==> src/rtl/cla_pkg.sv <==
// Shared definitions for the multi-cycle carry-lookahead adder sequencer.
// Holds the FSM state encoding and the word-index width helper.
package cla_pkg;

  typedef enum logic [1:0] {
    S_IDLE = 2'd0,
    S_RUN  = 2'd1,
    S_DONE = 2'd2
  } cla_state_e;

  function automatic int idx_w(input int words);
    return (words > 1) ? $clog2(words) : 1;
  endfunction

endpackage

==> src/rtl/cla_slice.sv <==
// Combinational WIDTH-bit carry-lookahead adder slice.
// Every carry is a flat sum of generate/propagate products.
module cla_slice #(
  parameter int WIDTH = 4
) (
  input  logic [WIDTH-1:0] a,
  input  logic [WIDTH-1:0] b,
  input  logic             ci,
  output logic [WIDTH-1:0] s,
  output logic             co
);

  logic [WIDTH-1:0] g;
  logic [WIDTH-1:0] p;
  logic [WIDTH:0]   c;

  assign g = a & b;
  assign p = a ^ b;

  always_comb begin
    logic acc;
    logic term;
    acc  = 1'b0;
    term = 1'b0;
    c    = '0;
    c[0] = ci;
    for (int i = 0; i < WIDTH; i++) begin
      acc = 1'b0;
      // c[i+1] = OR_j g[j]&p[j+1..i]  |  ci&p[0..i]
      for (int j = 0; j <= i; j++) begin
        term = g[j];
        for (int k = j + 1; k <= i; k++) begin
          term = term & p[k];
        end
        acc = acc | term;
      end
      term = ci;
      for (int k = 0; k <= i; k++) begin
        term = term & p[k];
      end
      c[i+1] = acc | term;
    end
  end

  assign s  = p ^ c[WIDTH-1:0];
  assign co = c[WIDTH];

endmodule

==> src/rtl/cla_seq_ctrl.sv <==
// Word-serial multi-precision adder around one cla_slice, LS word first.
// Define CLA_SEQ_SUB_EN to add the sub port (a-b via ~b and carry-in 1).
module cla_seq_ctrl
  import cla_pkg::*;
#(
  parameter int WIDTH = 4,
  parameter int WORDS = 4
) (
  input  logic                   clk,
  input  logic                   rst_n,
  input  logic                   in_valid,
  output logic                   in_ready,
  input  logic [WIDTH*WORDS-1:0] a,
  input  logic [WIDTH*WORDS-1:0] b,
  input  logic                   c_in,
`ifdef CLA_SEQ_SUB_EN
  input  logic                   sub,
`endif
  output logic                   out_valid,
  input  logic                   out_ready,
  output logic [WIDTH*WORDS-1:0] sum,
  output logic                   c_out
);

  localparam int N  = WIDTH * WORDS;
  localparam int IW = idx_w(WORDS);
  localparam logic [IW-1:0] LAST = IW'(WORDS - 1);

  cla_state_e state_q;
  cla_state_e state_d;

  logic [IW-1:0]    idx_q;
  logic [N-1:0]     a_r;
  logic [N-1:0]     b_r;
  logic             carry_r;
  logic [N-1:0]     sum_r;
  logic             c_out_r;

  logic [N-1:0]     b_in;
  logic             c0;
  logic [WIDTH-1:0] s_w;
  logic             co_w;
  logic             accept;
  logic             run;

`ifdef CLA_SEQ_SUB_EN
  assign b_in = sub ? ~b : b;
  assign c0   = sub ? 1'b1 : c_in;
`else
  assign b_in = b;
  assign c0   = c_in;
`endif

  assign in_ready  = (state_q == S_IDLE);
  assign out_valid = (state_q == S_DONE);
  assign accept    = in_ready && in_valid;
  assign run       = (state_q == S_RUN);
  assign sum       = sum_r;
  assign c_out     = c_out_r;

  cla_slice #(.WIDTH(WIDTH)) u_slice (
    .a  (a_r[idx_q*WIDTH +: WIDTH]),
    .b  (b_r[idx_q*WIDTH +: WIDTH]),
    .ci (carry_r),
    .s  (s_w),
    .co (co_w)
  );

  always_ff @(posedge clk or negedge rst_n) begin
    if (!rst_n) state_q <= S_IDLE;
    else        state_q <= state_d;
  end

  always_comb begin
    state_d = state_q;
    unique case (state_q)
      S_IDLE:  if (in_valid) state_d = S_RUN;
      S_RUN:   if (idx_q == LAST) state_d = S_DONE;
      S_DONE:  if (out_ready) state_d = S_IDLE;
      default: state_d = S_IDLE;
    endcase
  end

  always_ff @(posedge clk or negedge rst_n) begin
    if (!rst_n) begin
      idx_q   <= '0;
      a_r     <= '0;
      b_r     <= '0;
      carry_r <= 1'b0;
      sum_r   <= '0;
      c_out_r <= 1'b0;
    end else if (accept) begin
      a_r     <= a;
      b_r     <= b_in;
      carry_r <= c0;
      idx_q   <= '0;
    end else if (run) begin
      sum_r[idx_q*WIDTH +: WIDTH] <= s_w;
      carry_r <= co_w;
      idx_q   <= idx_q + 1'b1;
      if (idx_q == LAST) c_out_r <= co_w;
    end
  end

endmodule

==> config.mk <==
export PLATFORM = sky130hd
export DESIGN_NAME = cla_seq_ctrl
export DESIGN_NICKNAME = d
export VERILOG_FILES = /design/src/rtl/cla_pkg.sv /design/src/rtl/cla_slice.sv /design/src/rtl/cla_seq_ctrl.sv
export SDC_FILE = /design/constraint.sdc
export NUM_CORES = 1
export LEC_CHECK = 0
export CAP_MARGIN = 10
export CORE_ASPECT_RATIO = 0.8
export CORE_MARGIN = 5
export CORE_UTILIZATION = 54
export DETAILED_ROUTE_END_ITERATION = 6
export PLACE_DENSITY = 0.93
export SYNTH_ARGS = -nofsm -noshare
export SYNTH_HDL_FRONTEND = slang
export SYNTH_SLANG_ARGS = --single-unit
==> constraint.sdc <==
create_clock -name clk -period 4.3 [get_ports clk]
set_clock_uncertainty 0.15 [all_clocks]
set_input_delay 1.29 -clock clk [delete_from_list [all_inputs] [get_ports clk]]
set_output_delay 1.29 -clock clk [all_outputs]
set_load 0.02 [all_outputs]
==> summary.md, run 1 <==
| Metric | Value |
|---|---|
| Worst hold slack | 0.349 ns |
| Crit start category | register |
| Hold Path Stages | 1 |
| Syn nets | 223 |
| Die X | 87.3 um |
| Initial antenna violation count | 0 |
| R2r endpoint | sum[2]$_DFFE_PN0P_ |
| Top cell type's share of synthesized area | 52.4% |
| Commonest cells post-synth | dfrtp_1, mux2_2, ha_1, nand2_1 |
| Tot GR Track Use | 16.6% |
| TNS Setup | 0 ns |
| IO buf count | 55 |
| Worst Path Arrival | 3.35 ns |
| Status | finished, final reports clean |
| Setup CP Type | register to register |
| Count of final setup violators | 0 |
| Count of pins over their slew limit | 0 |
| DP Area | 0.00313 mm2 |
| WL/cell | 17.4 um |
| Pwr dens | 820 mW/mm2 |
| Vias/cell | 5.71 |
| Clock insertion delay at the later pin of the skew report | 0.30 ns |
| RSZ-0062 raised after global routing | false |
| Die Height | 71.8 um |
| Cell variety after synth | 29 |
| Cell taking the most area after synthesis | dfrtp_1 |
| Synth async-reset ratio | 100% |
| Worst-margin pin slew | 0.864 ns |
| Ys flop type | dfrtp_1 |
| Worst r2r src | idx_q[0]$_DFFE_PN0P_ |
| Placed cell count | 282 |
| Worst-path maximum fanout | 17 |
| Row Count | 22 |
| Clk sinks | 54 |
| HP Start | sum[0]$_DFFE_PN0P_ |
| Die footprint | 0.00627 mm2 |
| H-tree depth | 2 |
| Tot Pwr | 2660 uW |
| Min-delay worst type | register to register |
| CTS tree | yes |
| Fillers | 317 |
| Fin crit share | 75.7% |
| Root buf cell | clkbuf_8 |
| Inserted Clock Buffers | 5 |
| Grt ovf | 0 |
| Mapped Avg Cell Area | 14.8 um2 |
| Core Footprint | 0.00460 mm2 |
| N_diodes | 0 |
| Via count | 1650 |
| RePlAce Congestion | 0.746 |
| Worst EP required | 4.39 ns |
| Setup crit end kind | register |
| Final wirelength | 5030 um |
| Number of global-route vias before repair | 1708 |
| Resized Gates After CTS | 0 |
| Slew headroom | 42.3% |
| Clock Tree Buf Depth | 2 |
| Proportion of layout cells with a drive suffix above 1 | 20.5% |
| Highest clock rate | 307 MHz |
| Ranking of synthesized cells by area | dfrtp_1, mux2_2, mux4_1 |
| Initial Utilization | 56.2% |
| Max Cap Viol | 0 |
| Hold Fails Final Rpt | 0 |
| Io pins | 56 |
| Nets | 278 |
| Largest net degree at the start of global routing | 35 |
| First-pass GRT wire length | 8040 um |
| Yosys warns | 0 |
| Final worst path period need | 3.26 ns |
| Final ANT Viol Nets | 0 |
| Worst Hold End | sum[0]$_DFFE_PN0P_ |
| Post-CTS Setup Bufs | 0 |
| Peak VDD IR | 394 uV |
| Clk pin slew, worst setup/hold paths | 0.09 ns |
| Finished Layout Cells | 289 |
| Hold_buf cts | 0 |
| Cell area after layout | 0.00324 mm2 |
| Cells after Synth | 174 |
| Setup crit start | idx_q[0]$_DFFE_PN0P_ |
| Synth Cell Area | 0.00258 mm2 |
| Synthesized flop and latch total | 54 |
| Post-synth EDFFs | 0 |
| P_leak | 0.00137 uW |
| Pre-antenna DRT Iters | 4 |
| R2R depth | 7 |
| DR iter-0 viols | 68 |
| Flop2flop setup slack | 1.05 ns |
| Synthesis-to-finish area growth | 25.5% |
| # DRC | 0 |
| Seq/Total Area, Yosys | 52.4% |
| Hpwl dp | 3730 um |
| Most frequent cell after synthesis | dfrtp_1 |
critical path, stage by stage, from the launching register on:
cell	delay, ns
dfrtp_1	0.83
mux4_1	0.73
ha_1	0.34
ha_1	0.21
o21a_1	0.21
o21a_1	0.19
nor3_2	0.33
a22o_1	0.20
cells in the final DEF (no fill, tap or decap), drive strengths merged:
master	n
dfrtp	54
clkdlybuf4s50	54
mux2	32
nand2	11
ha	11
mux4	8
a32o	8
a22o	8
clkbuf	6
nor2	6
nor3	4
inv	3
o22ai	3
a21oi	3
o31ai	2
o21a	2
buf	2
nand2b	1
and2b	1
o22a	1
o211ai	1
xor2	1
xnor2	1
and4bb	1
and4b	1
or3	1
o21ai	1
fa	1
bufinv	1
through the flow:
stage	utilization [%]	worst slack, ns
finish	70.5	1.05
global route	70.5	0.903
CTS	70.5	1.03
detailed placement	68.0	0.996
global placement	68.0	1.02
floorplan	-	1.63
sequential cells by signal (all words and copies together), names as in the netlist:
| signal | cells |
|---|---|
| b_r | 16 |
| carry_r | 1 |
| c_out | 1 |
| state_q | 2 |
| idx_q | 2 |
| sum | 16 |
| a_r | 16 |
how the worst max path moves through the flow:
stage	to	slack, ns
after floorplan	sum[2]$_DFFE_PN0P_	1.63
after global placement	a_r[10]$_DFFE_PN0P_	1.02
after detailed placement	b_r[13]$_DFFE_PN0P_	1.0
after CTS	sum[2]$_DFFE_PN0P_	1.03
after global routing	sum[15]$_DFFE_PN0P_	0.90
final	sum[2]$_DFFE_PN0P_	1.05
cells by family after synthesis:
logic type | Yosys count | synth area share, %
buf+inv | 11 | 3.64
flops | 54 | 52.4
fa+ha+maj | 12 | 6.11
compound gates | 29 | 9.26
simple gates | 26 | 5.87
mux | 40 | 22.1
xor+xnor | 2 | 0.679
layout make-up:
type                    instances  area (um2)  area share, %
clock inverters                 1        30.0          0.927
flip-flops and latches         54        1350           41.7
inverters                       3        11.3          0.348
well taps                      60        75.1           2.32
clock buffers                   6        82.6           2.55
repair buffers                 56         553           17.1
multi-input cells             109        1140           35.1
layer usage:
layer	track usage (%)	routed length, um	vias to the layer above
met5	0	0	-
met2	28.3	2540	48
met1	21.0	2140	826
met4	5.28	57	0
li1	-	-	770
met3	3.56	288	6
report_power, final:
group	switching, uW	internal, uW	total [uW]
clock network	155	186	342
registers	171	737	908
logic	718	688	1410
(Power assumes the default switching activity.)
==> run 2, diff against run 1 <==
- CORE_UTILIZATION: 54 -> 45
- PLACE_DENSITY: 0.93 -> 0.84
- clock period: 4.3 -> 2.9 ns (I/O delays scaled with it)
==> run 2 against run 1 <==
- maximum frequency up 19%
- register-to-register slack worse by 0.88 ns
- sequential share of layout area down 0.62 points
- core utilization down 11 points
- setup slack worse by 0.88 ns
- global-route usage down 1.7 points
- sequential power up 45%
- worst hold slack worse by 0.0014 ns
- critical endpoint unchanged
- largest cell class unchanged
- highest routed layer unchanged
==> summary.md, run 2 (synthesized netlist as in run 1, its figures left out) <==
| Metric | Value |
|---|---|
| N_diodes | 0 |
| Final ANT Viol Nets | 0 |
| DP Worst Slack | 0.196 ns |
| Worst Slack Setup Final | 0.163 ns |
| Die X | 94.7 um |
| Setup CP Type | register to register |
| Number of global-route vias before repair | 1763 |
| Worst-path maximum fanout | 5 |
| HP Start | sum[0]$_DFFE_PN0P_ |
| DR iter-0 viols | 63 |
| Row Count | 24 |
| CP peak stage delay | 0.65 ns |
| Count of pins over their slew limit | 0 |
| Max Cap Viol | 0 |
| Nets | 281 |
| Vias/cell | 5.42 |
| Fin util | 59.8% |
| Slew headroom | 66.0% |
| Hpwl dp | 3790 um |
| Tot GR Track Use | 14.9% |
| Critical path's slowest cell | mux4_1 |
| Io pins | 56 |
| Met1 Usage GRT | 21.7% |
| RSZ-0062 raised after global routing | false |
| Final worst path period need | 2.74 ns |
| Worst Hold End | sum[0]$_DFFE_PN0P_ |
| Busiest grt layer | met2 |
| GR Util met3 | 4.35% |
| Count of final setup violators | 0 |
| CP bufs+invs | 0 |
| Synthesis-to-finish area growth | 27.4% |
| Worst Path Arrival | 2.84 ns |
| Setup crit end kind | register |
| RePlAce Congestion | 0.780 |
| Peak VDD IR | 510 uV |
| Final wirelength | 5060 um |
| Min-delay worst type | register to register |
| Clk sinks | 54 |
| Fin crit share | 94.4% |
| Hold Fails Final Rpt | 0 |
| R2R depth | 7 |
| Largest net degree at the start of global routing | 55 |
| Worst EP required | 3.00 ns |
| TNS Setup | 0 ns |
| Highest clock rate | 365 MHz |
| CTS tree | yes |
| Crit start category | register |
| Most frequent cells in the layout | dfrtp_1, clkdlybuf4s50_1, mux2_2 |
| WL/cell | 16.3 um |
| P_leak | 0.00139 uW |
| Root buf cell | clkbuf_8 |
| Initial antenna violation count | 0 |
| Clock Tree Buf Depth | 2 |
| Setup crit start | idx_q[0]$_DFFE_PN0P_ |
| Die footprint | 0.00736 mm2 |
| First-pass GRT wire length | 8750 um |
| Crit-path cells | mux4_1 > ha_1 > ha_1 > o21a_1 > o21a_1 > nor3_2 > a22o_1 |
| R2r endpoint | sum[2]$_DFFE_PN0P_ |
| Delay-heaviest family, CP | multiplexers |
| Clk pin slew, worst setup/hold paths | 0.09 ns |
| Worst r2r src | idx_q[0]$_DFFE_PN0P_ |
| Cell area after layout | 0.00329 mm2 |
| Post-CTS Setup Bufs | 0 |
| H-tree depth | 2 |
| Proportion of layout cells with a drive suffix above 1 | 21.5% |
| Grt ovf | 0 |
| Core Footprint | 0.00550 mm2 |
| Clock insertion delay at the later pin of the skew report | 0.30 ns |
| IO buf count | 55 |
| Initial Utilization | 47.0% |
| Die Height | 77.7 um |
| Worst-margin pin slew | 0.509 ns |
| Hold_buf cts | 0 |
| Flop2flop setup slack | 0.16 ns |
| Worst hold slack | 0.348 ns |
| Status | finished, final reports clean |
| DP Area | 0.00320 mm2 |
| # DRC | 0 |
| Resized Gates After CTS | 0 |
| Inserted Clock Buffers | 5 |
| Hold Path Stages | 1 |
| Via count | 1686 |
| Pwr dens | 1170 mW/mm2 |
| GRT met2 Usage | 22.5% |
| Pre-antenna DRT Iters | 4 |
## run 2: how the worst max path moves through the flow
stage / endpoint / slack (ns) / cells after the start
6_report: sum[2]$_DFFE_PN0P_ / 0.16 / 7
3_5_place_dp: sum[2]$_DFFE_PN0P_ / 0.20 / 7
2_1_floorplan: sum[2]$_DFFE_PN0P_ / 0.23 / 8
3_3_place_gp: sum[14]$_DFFE_PN0P_ / 0.28 / 7
4_1_cts: sum[2]$_DFFE_PN0P_ / 0.16 / 7
5_1_grt: sum[14]$_DFFE_PN0P_ / 0.0008 / 7
## run 2: where the power goes
part	switching (uW)	internal (uW)
Combinational	1060	1040
Clock	236	193
Sequential	225	1100
## run 2: cell type report
class	count	area, um2
multi-input cells	109	1140
well taps	78	97.6
fillers	436	2210
inverters	3	11.3
flip-flops and latches	54	1350
repair buffers	59	601
clock buffers	7	86.3
clock inverters	1	5.00
## run 2: metal layers
metal	routed length, um	vias to the layer above	part of all wire [%]
met5	0	-	0
li1	-	775	-
met1	2330	844	46
met4	42	0	0.83
met3	356	7	7.0
met2	2330	60	46
## run 2: per-stage QoR
stage,instances,total power (uW)
global placement,303,3380
global route,311,4170
CTS,311,3890
detailed placement,303,3450
floorplan,174,2860
finish,311,3850
==> run 3, diff against run 2 <==
- CORE_UTILIZATION: 45 -> 40
- PLACE_DENSITY: 0.84 -> 0.77
==> run 3 against run 2 <==
- global-route usage decreased by 1.7 points
- sequential share of layout area fell by 0.39 points
- via count decreased by 2.7%
- flip-flop and latch count stayed put
- clock power grew 18%
- final cell count grew 2.6%
- largest power group unchanged
==> summary.md, run 3 (synthesized netlist as in run 1, its figures left out) <==
| Metric | Value |
|---|---|
| Clk pin slew, worst setup/hold paths | 0.10 ns |
| Die X | 99.8 um |
| Clk sinks | 54 |
| Root buf cell | clkbuf_8 |
| Max Cap Viol | 0 |
| Fillers | 553 |
| Resized Gates After CTS | 0 |
| Die Height | 81.9 um |
| Min-delay worst type | register to register |
| RePlAce Congestion | 0.762 |
| P_leak | 0.00140 uW |
| Initial antenna violation count | 0 |
| First-pass GRT wire length | 8380 um |
| Hold Fails Final Rpt | 0 |
| DP Area | 0.00321 mm2 |
| Post-CTS Setup Bufs | 0 |
| Peak VDD IR | 436 uV |
| Crit start category | register |
| Most frequent cells in the layout | dfrtp_1, clkdlybuf4s50_1, mux2_2 |
| Final worst path period need | 2.59 ns |
| Grt ovf | 0 |
| Final ANT Viol Nets | 0 |
| Core Footprint | 0.00634 mm2 |
| Status | finished, final reports clean |
| Hpwl dp | 3940 um |
| Proportion of layout cells with a drive suffix above 1 | 22.6% |
| Slew headroom | 62.8% |
| Io pins | 56 |
| # DRC | 0 |
| CTS tree | yes |
| Hold_buf cts | 0 |
| Worst EP required | 3.01 ns |
| Highest clock rate | 385 MHz |
| Worst-margin pin slew | 0.557 ns |
| Clock insertion delay at the later pin of the skew report | 0.31 ns |
| Pre-antenna DRT Iters | 4 |
| Setup crit end kind | register |
| Largest net degree at the start of global routing | 35 |
| H-tree depth | 2 |
| Count of final setup violators | 0 |
| Row Count | 26 |
| Worst-path maximum fanout | 4 |
| Clock Tree Buf Depth | 2 |
| Die footprint | 0.00817 mm2 |
| Fin crit share | 89.5% |
| Worst Path Arrival | 2.70 ns |
| IO buf count | 55 |
| Inserted Clock Buffers | 5 |
| Initial Utilization | 40.7% |
| Number of global-route vias before repair | 1689 |
| Count of pins over their slew limit | 0 |
| Cell area after layout | 0.00332 mm2 |
| Final wirelength | 5100 um |
| WL/cell | 16.0 um |
| Pwr dens | 1180 mW/mm2 |
| Nets | 283 |
| Tot GR Track Use | 13.2% |
| Via count | 1641 |
| Vias/cell | 5.14 |
| RSZ-0062 raised after global routing | false |
| N_diodes | 0 |
| TNS Setup | 0 ns |
| Synthesis-to-finish area growth | 28.6% |
| DR iter-0 viols | 67 |
| Setup CP Type | register to register |
run 3: cell types whose count changed in the layout (fill, tap and decap cells not counted), sizes merged:
cell    change
buf         +2
bufinv      +1
inv         +1
clkbuf      -2
run 3: layout make-up:
type | count | area [um2] | share of cell area [%]
clock buffer | 5 | 68.8 | 2.07
timing repair buffer | 61 | 603 | 18.2
tap | 84 | 105 | 3.17
clock inverter | 3 | 43.8 | 1.32
sequential | 54 | 1350 | 40.7
inverter | 3 | 11.3 | 0.339
multi-input combinational | 109 | 1140 | 34.2
run 3: metrics by stage:
step | setup slack [ns] | hold slack, ns | util (%) | total power, uW | instances
5_1_grt | 0.107 | 0.372 | 52.3 | 4230 | 319
3_3_place_gp | 0.373 | 0.333 | 50.6 | 3400 | 311
3_5_place_dp | 0.319 | 0.334 | 50.6 | 3450 | 311
2_1_floorplan | 0.234 | 0.322 | - | 2860 | 174
6_report | 0.306 | 0.349 | 52.3 | 3930 | 319
4_1_cts | 0.302 | 0.354 | 52.3 | 3960 | 319
run 3: critical path: stages, from the launching register on:
cell	delay, ns
dfrtp_1	0.41
mux4_1	0.62
ha_1	0.32
ha_1	0.19
o21a_1	0.20
o21a_1	0.18
nor3_2	0.27
a22o_1	0.18
run 3: path summary, 6_finish.rpt:
path	from	to	slack (ns)	cells after the start
max in group asynchronous	rst_n	carry_r$_DFFE_PN0P_	1.55	2
min	sum[8]$_DFFE_PN0P_	sum[8]$_DFFE_PN0P_	0.35	1
max reg2reg	idx_q[0]$_DFFE_PN0P_	sum[14]$_DFFE_PN0P_	0.31	7
max	idx_q[0]$_DFFE_PN0P_	sum[14]$_DFFE_PN0P_	0.31	7
min in group asynchronous	rst_n	sum[5]$_DFFE_PN0P_	0.38	1
min reg2reg	sum[8]$_DFFE_PN0P_	sum[8]$_DFFE_PN0P_	0.35	1
run 3: routing by layer:
layer	global-route usage (%)	part of all wire (%)	up-vias
li1	-	-	777
met1	18.9	49	804
met2	19.6	43	52
met3	3.31	6.3	8
met4	4.37	1.3	0
met5	0	0	-
run 3: power breakdown:
part	internal [uW]	switching, uW	total [uW]
logic	1060	1050	2110
clock network	259	248	507
registers	1090	219	1310
==> variant 1: new RTL, config.mk and constraints of run 2 <==
Re-encode `cla_state_e` (3 states) as one-hot, 3 bits wide.
--- a/src/rtl/cla_pkg.sv
+++ b/src/rtl/cla_pkg.sv
@@ -4,6 +4,6 @@
 
-  typedef enum logic [1:0] {
-    S_IDLE = 2'd0,
-    S_RUN  = 2'd1,
-    S_DONE = 2'd2
+  typedef enum logic [2:0] {
+    S_IDLE = 3'b001,
+    S_RUN  = 3'b010,
+    S_DONE = 3'b100
   } cla_state_e;
Function: same outputs for any inputs over 10 cycles, from zero or initial values and one cycle with rst_n low; not proved beyond that.
==> variant 1 against run 2 <==
Critical path depth decreased by 5; cell area rose by 8.1%; wire length grew 9.5%; sequential cell count increased by 1; synthesized area grew 10%; setup slack better by 0.0028 ns; clock power decreased by 8.2%; sequential power barely moved; total power fell by 4.5%; count of clock-buffer cells in the layout rose by 1; critical path type is now reg2out.
==> variant 1: results (changes against run 2) <==
| Metric | Value |
|---|---|
| Initial DRC count | 102 (was 63) |
| Least-Margin Pin Slew | 0.6215 ns (was 0.5094 ns) |
| Reg2Reg Capture Point | sum[7]$_DFFE_PN0P_ (was sum[2]$_DFFE_PN0P_) |
| Worst vdd ir | 0.4676 mV (was 0.5098 mV) |
| Yosys warnings | 0 (unchanged) |
| Vias | 1750 (was 1686) |
| Setup Fix Bufs, Post-CTS | 0 (unchanged) |
| Outcome | finished, final reports clean (unchanged) |
| Placed cells | 333 (was 303) |
| Post-synth net total | 248 (was 223) |
| Main area contributors after synthesis | dfrtp_1, mux2_4, mux4_2 (was dfrtp_1, mux2_2, mux4_1) |
| First-pass GRT wire length | 9528 microns (was 8749 microns) |
| Sequential cell area fraction in the yosys report | 0.4833 (was 0.5235) |
| R2r setup slk | 0.28 ns (was 0.16 ns) |
| Fill count | 496 (was 436) |
| Fmax | 365.8 MHz (was 365.4 MHz) |
| CP endpoint kind | output port (was flip-flop) |
| Detailed Place HPWL | 4464 microns (was 3785 microns) |
| Leakage | 1.495 nW (was 1.388 nW) |
| GR Util All Layers | 0.1505 (was 0.1490) |
| Layout cells sized above 1 | 0.2218 (was 0.2146) |
| Nets@finish | 305 (was 281) |
| Post-route insts no fill | 341 (was 311) |
| Final wirelength | 5538 microns (was 5059 microns) |
| Post-synthesis cell count | 199 (was 174) |
| Critical Path Start | state_q[0]$_DFFE_PN1P_ (was idx_q[0]$_DFFE_PN0P_) |
| Placer Congestion | 0.8239 (was 0.7800) |
| Critical path peak fanout | 11 (was 5) |
| P_sw | 1.372 mW (was 1.519 mW) |
| R2R depth | 6 (was 7) |
| Worst slack, placed | 0.2662 ns (was 0.1960 ns) |
| Yosys cell types | 45 (was 29) |
| Setup crit end | in_ready (was sum[2]$_DFFE_PN0P_) |
| Top cells by count, synth | dfrtp_1, mux2_4, nand2_1, ha_1, mux4_2 (was dfrtp_1, mux2_2, ha_1, nand2_1) |
| Vias in the first global route | 1894 (was 1763) |
| WP data arrival | 1.71 ns (was 2.84 ns) |
==> variant 1: cell type report <==
| class | count | area share |
|---|---|---|
| Clock buffer | 8 | 0.02253 |
| Inverter | 6 | 0.006336 |
| Multi-Input combinational cell | 128 | 0.3826 |
| Sequential cell | 55 | 0.3879 |
| Tap cell | 84 | 0.02957 |
| Timing Repair Buffer | 60 | 0.1711 |
==> variant 1: worst min-delay path by stage <==
stage / start / endpoint / slack, ns / depth (start not counted)
finish: sum[12]$_DFFE_PN0P_ / sum[12]$_DFFE_PN0P_ / 0.34 / 2
floorplan: a_r[10]$_DFFE_PN0P_ / a_r[10]$_DFFE_PN0P_ / 0.30 / 1
CTS: sum[5]$_DFFE_PN0P_ / sum[5]$_DFFE_PN0P_ / 0.35 / 2
global placement: sum[12]$_DFFE_PN0P_ / sum[12]$_DFFE_PN0P_ / 0.32 / 2
global route: sum[5]$_DFFE_PN0P_ / sum[5]$_DFFE_PN0P_ / 0.37 / 2
detailed placement: sum[11]$_DFFE_PN0P_ / sum[11]$_DFFE_PN0P_ / 0.33 / 2
==> variant 1: routing by layer <==
metal  share of wire  GRT usage  vias to the layer above
met4          0.0072    0.03683                        0
met5               0          0                        -
met2            0.45     0.2433                       56
li1                -          -                      843
met3           0.065    0.04120                        4
met1            0.48     0.2030                      847
==> variant 1: kinds of logic after synthesis <==
group                      synth area share
and+or+nand+nor                      0.1115
buffers and inverters               0.03994
muxes                                0.2278
xor gates and xnor gates           0.006147
DFF                                  0.4833
AOI/OAI and AO/OA                   0.07595
adders and majority gates           0.05531
==> variant 1: critical path, stage by stage (launching register included) <==
cell             delay (ns)
dfstp_2                0.66
and2_1                 0.16
clkdlybuf4s50_1        0.60
==> variant 1: power groups by stage <==
stage / logic [mW] / registers (mW) / clock network, mW
after detailed placement: 1.98 / 1.34 / 0
after CTS: 1.99 / 1.32 / 0.406
after global placement: 1.90 / 1.33 / 0
after global routing: 2.17 / 1.36 / 0.441
after floorplan: 1.54 / 1.27 / 0
final: 1.97 / 1.32 / 0.394
==> variant 1: stage by stage <==
| step | instance area, sq um | util |
|---|---|---|
| after CTS | 3553 | 0.5660 |
| after floorplan | 2850 | - |
| after detailed placement | 3473 | 0.5532 |
| after global placement | 3473 | 0.5532 |
| final | 3555 | 0.5662 |
| after global routing | 3555 | 0.5662 |
==> variant 2: new RTL, config.mk and constraints of run 2 <==
Without the edit above. The option `CLA_SEQ_SUB_EN` is turned on by a define.
--- a/src/rtl/cla_seq_ctrl.sv
+++ b/src/rtl/cla_seq_ctrl.sv
@@ -2,2 +2,4 @@
 // Define CLA_SEQ_SUB_EN to add the sub port (a-b via ~b and carry-in 1).
+`define CLA_SEQ_SUB_EN
+
 module cla_seq_ctrl
Ports: changed (added sub); port bits go from 56 to 57. No check against the original RTL was run, so the function may have changed too.
==> variant 2 against run 2 <==
Synthesized cell count up 24%; setup slack worse by 0.050 ns; combinational power up 5%; die area up 4.5%; wire length up 8.8%; non-clock buffer count up 5; fmax down 1.8%; sequential cell count unchanged; total power up 3.2%; cell area up 5.6%; synthesized area up 5.1%; highest routed layer unchanged.
==> variant 2: results (changes against run 2) <==
| Metric | Value |
|---|---|
| Worst slack, placed | 0.2496 ns (was 0.1960 ns) |
| Critical path peak fanout | 11 (was 5) |
| Top cells by count, synth | dfrtp_1, nor2_1, a21oi_1, mux2_1, xnor2_1 (was dfrtp_1, mux2_2, ha_1, nand2_1) |
| Initial antenna violation count | 0 (unchanged) |
| Initial DRC count | 52 (was 63) |
| Yosys cell types | 45 (was 29) |
| I/O Buffers | 56 (was 55) |
| Detailed Place HPWL | 4292 microns (was 3785 microns) |
| Vias in the first global route | 2018 (was 1763) |
| Reg2Reg Capture Point | sum[11]$_DFFE_PN0P_ (was sum[2]$_DFFE_PN0P_) |
| GRT met3 Usage | 0.04017 (was 0.04352) |
| Worst Hold Class | in2async (was reg2reg) |
| CTS Buf Count | 5 (unchanged) |
| Via density | 5.184 (was 5.421) |
| Post-synth net total | 266 (was 223) |
| GR Util All Layers | 0.1533 (was 0.1490) |
| Fin Hold WS | 0.2835 ns (was 0.3478 ns) |
| CTS max path bufs | 2 (unchanged) |
| Setup Fix Bufs, Post-CTS | 0 (unchanged) |
| First-pass GRT wire length | 9535 microns (was 8749 microns) |
| Rel. slew slack | 0.6646 (was 0.6604) |
| Post-synthesis cell count | 216 (was 174) |
| Placer Congestion | 0.7832 (was 0.7800) |
| Nets@finish | 326 (was 281) |
| Placed cells | 350 (was 303) |
| R2r setup slk | 0.26 ns (was 0.16 ns) |
| Main area contributors after synthesis | dfrtp_1, mux2_1, mux4_2 (was dfrtp_1, mux2_2, mux4_1) |
| Reg2reg start | idx_q[0]$_DFFE_PN0P_ (unchanged) |
| Routed len/inst | 15.37 microns (was 16.27 microns) |
| WP data arrival | 1.77 ns (was 2.84 ns) |
| Sequential cell area fraction in the yosys report | 0.4982 (was 0.5235) |
| Layout cells sized above 1 | 0.1083 (was 0.2146) |
| Diode count | 0 (unchanged) |
| Post-synth EDFFs | 0 (unchanged) |
| Post-route insts no fill | 358 (was 311) |
| Hold Vio Cnt, Final | 0 (unchanged) |
| Met1 wire length | 2504 microns (was 2327 microns) |
| Worst vdd ir | 0.6475 mV (was 0.5098 mV) |
| Leakage | 1.446 nW (was 1.388 nW) |
| Met1 Usage GRT | 0.1948 (was 0.2169) |
| Largest net degree at the start of global routing | 52 (was 55) |
| Clock transition at path regs | 0.10 ns |
| M2 GR Usage | 0.2624 (was 0.2252) |
| DR WL met3 | 288 microns (was 356 microns) |
| Outcome | finished, final reports clean (unchanged) |
| Met2 Wirelength | 2647 microns (was 2332 microns) |
| R2R depth | 6 (was 7) |
| CTS HTree Levels | 2 (unchanged) |
| Post-DP Area | 0.003378 sq mm (was 0.003197 sq mm) |
## variant 2: changes by cell type after synthesis, moves of 6 or more
cell	run 2	this run
a32o_1	8	0
buf_6	7	1
mux4_1	8	0
mux2_1	0	16
mux4_2	0	8
xnor2_1	1	16
a21oi_1	3	16
mux2_2	32	0
nor2_1	5	19
## variant 2: cell type report
cell class / instances / area [sq um]
flip-flops and latches: 54 / 1351
inverters: 3 / 11.26
fillers: 514 / 2407
multi-input cells: 148 / 1286
repair buffers: 64 / 628.1
clock inverters: 2 / 12.51
well taps: 81 / 101.3
clock buffers: 6 / 82.58
## variant 2: worst max-delay path, cell delays in order (launching register included)
cell             delay, ns
dfrtp_1               0.56
nand2b_1              0.24
inv_1                 0.07
clkdlybuf4s50_1       0.60
## variant 2: how the worst max path moves through the flow
stage                                       from             endpoint  slack (ns)
final                     state_q[0]$_DFFE_PN0P_            out_valid        0.11
after global routing      state_q[0]$_DFFE_PN0P_            out_valid        0.04
after CTS                 state_q[0]$_DFFE_PN0P_            out_valid        0.11
after detailed placement    idx_q[0]$_DFFE_PN0P_  sum[11]$_DFFE_PN0P_        0.25
after global placement      idx_q[0]$_DFFE_PN0P_  carry_r$_DFFE_PN0P_        0.34
after floorplan             idx_q[0]$_DFFE_PN0P_  carry_r$_DFFE_PN0P_        0.08
## variant 2: kinds of logic (layout without fill, tap and decap cells)
family,Yosys count,in the layout,synth area share
flops,54,54,0.4982
xor+xnor,17,17,0.05489
simple gates,49,49,0.1066
mux,24,24,0.1328
buf+inv,14,75,0.02998
compound gates,46,46,0.1195
fa+ha+maj,12,12,0.05812
## variant 2: report_power, final
part | internal, mW | switching (mW)
registers | 1.09 | 0.245
logic | 1.06 | 1.15
clock network | 0.193 | 0.243
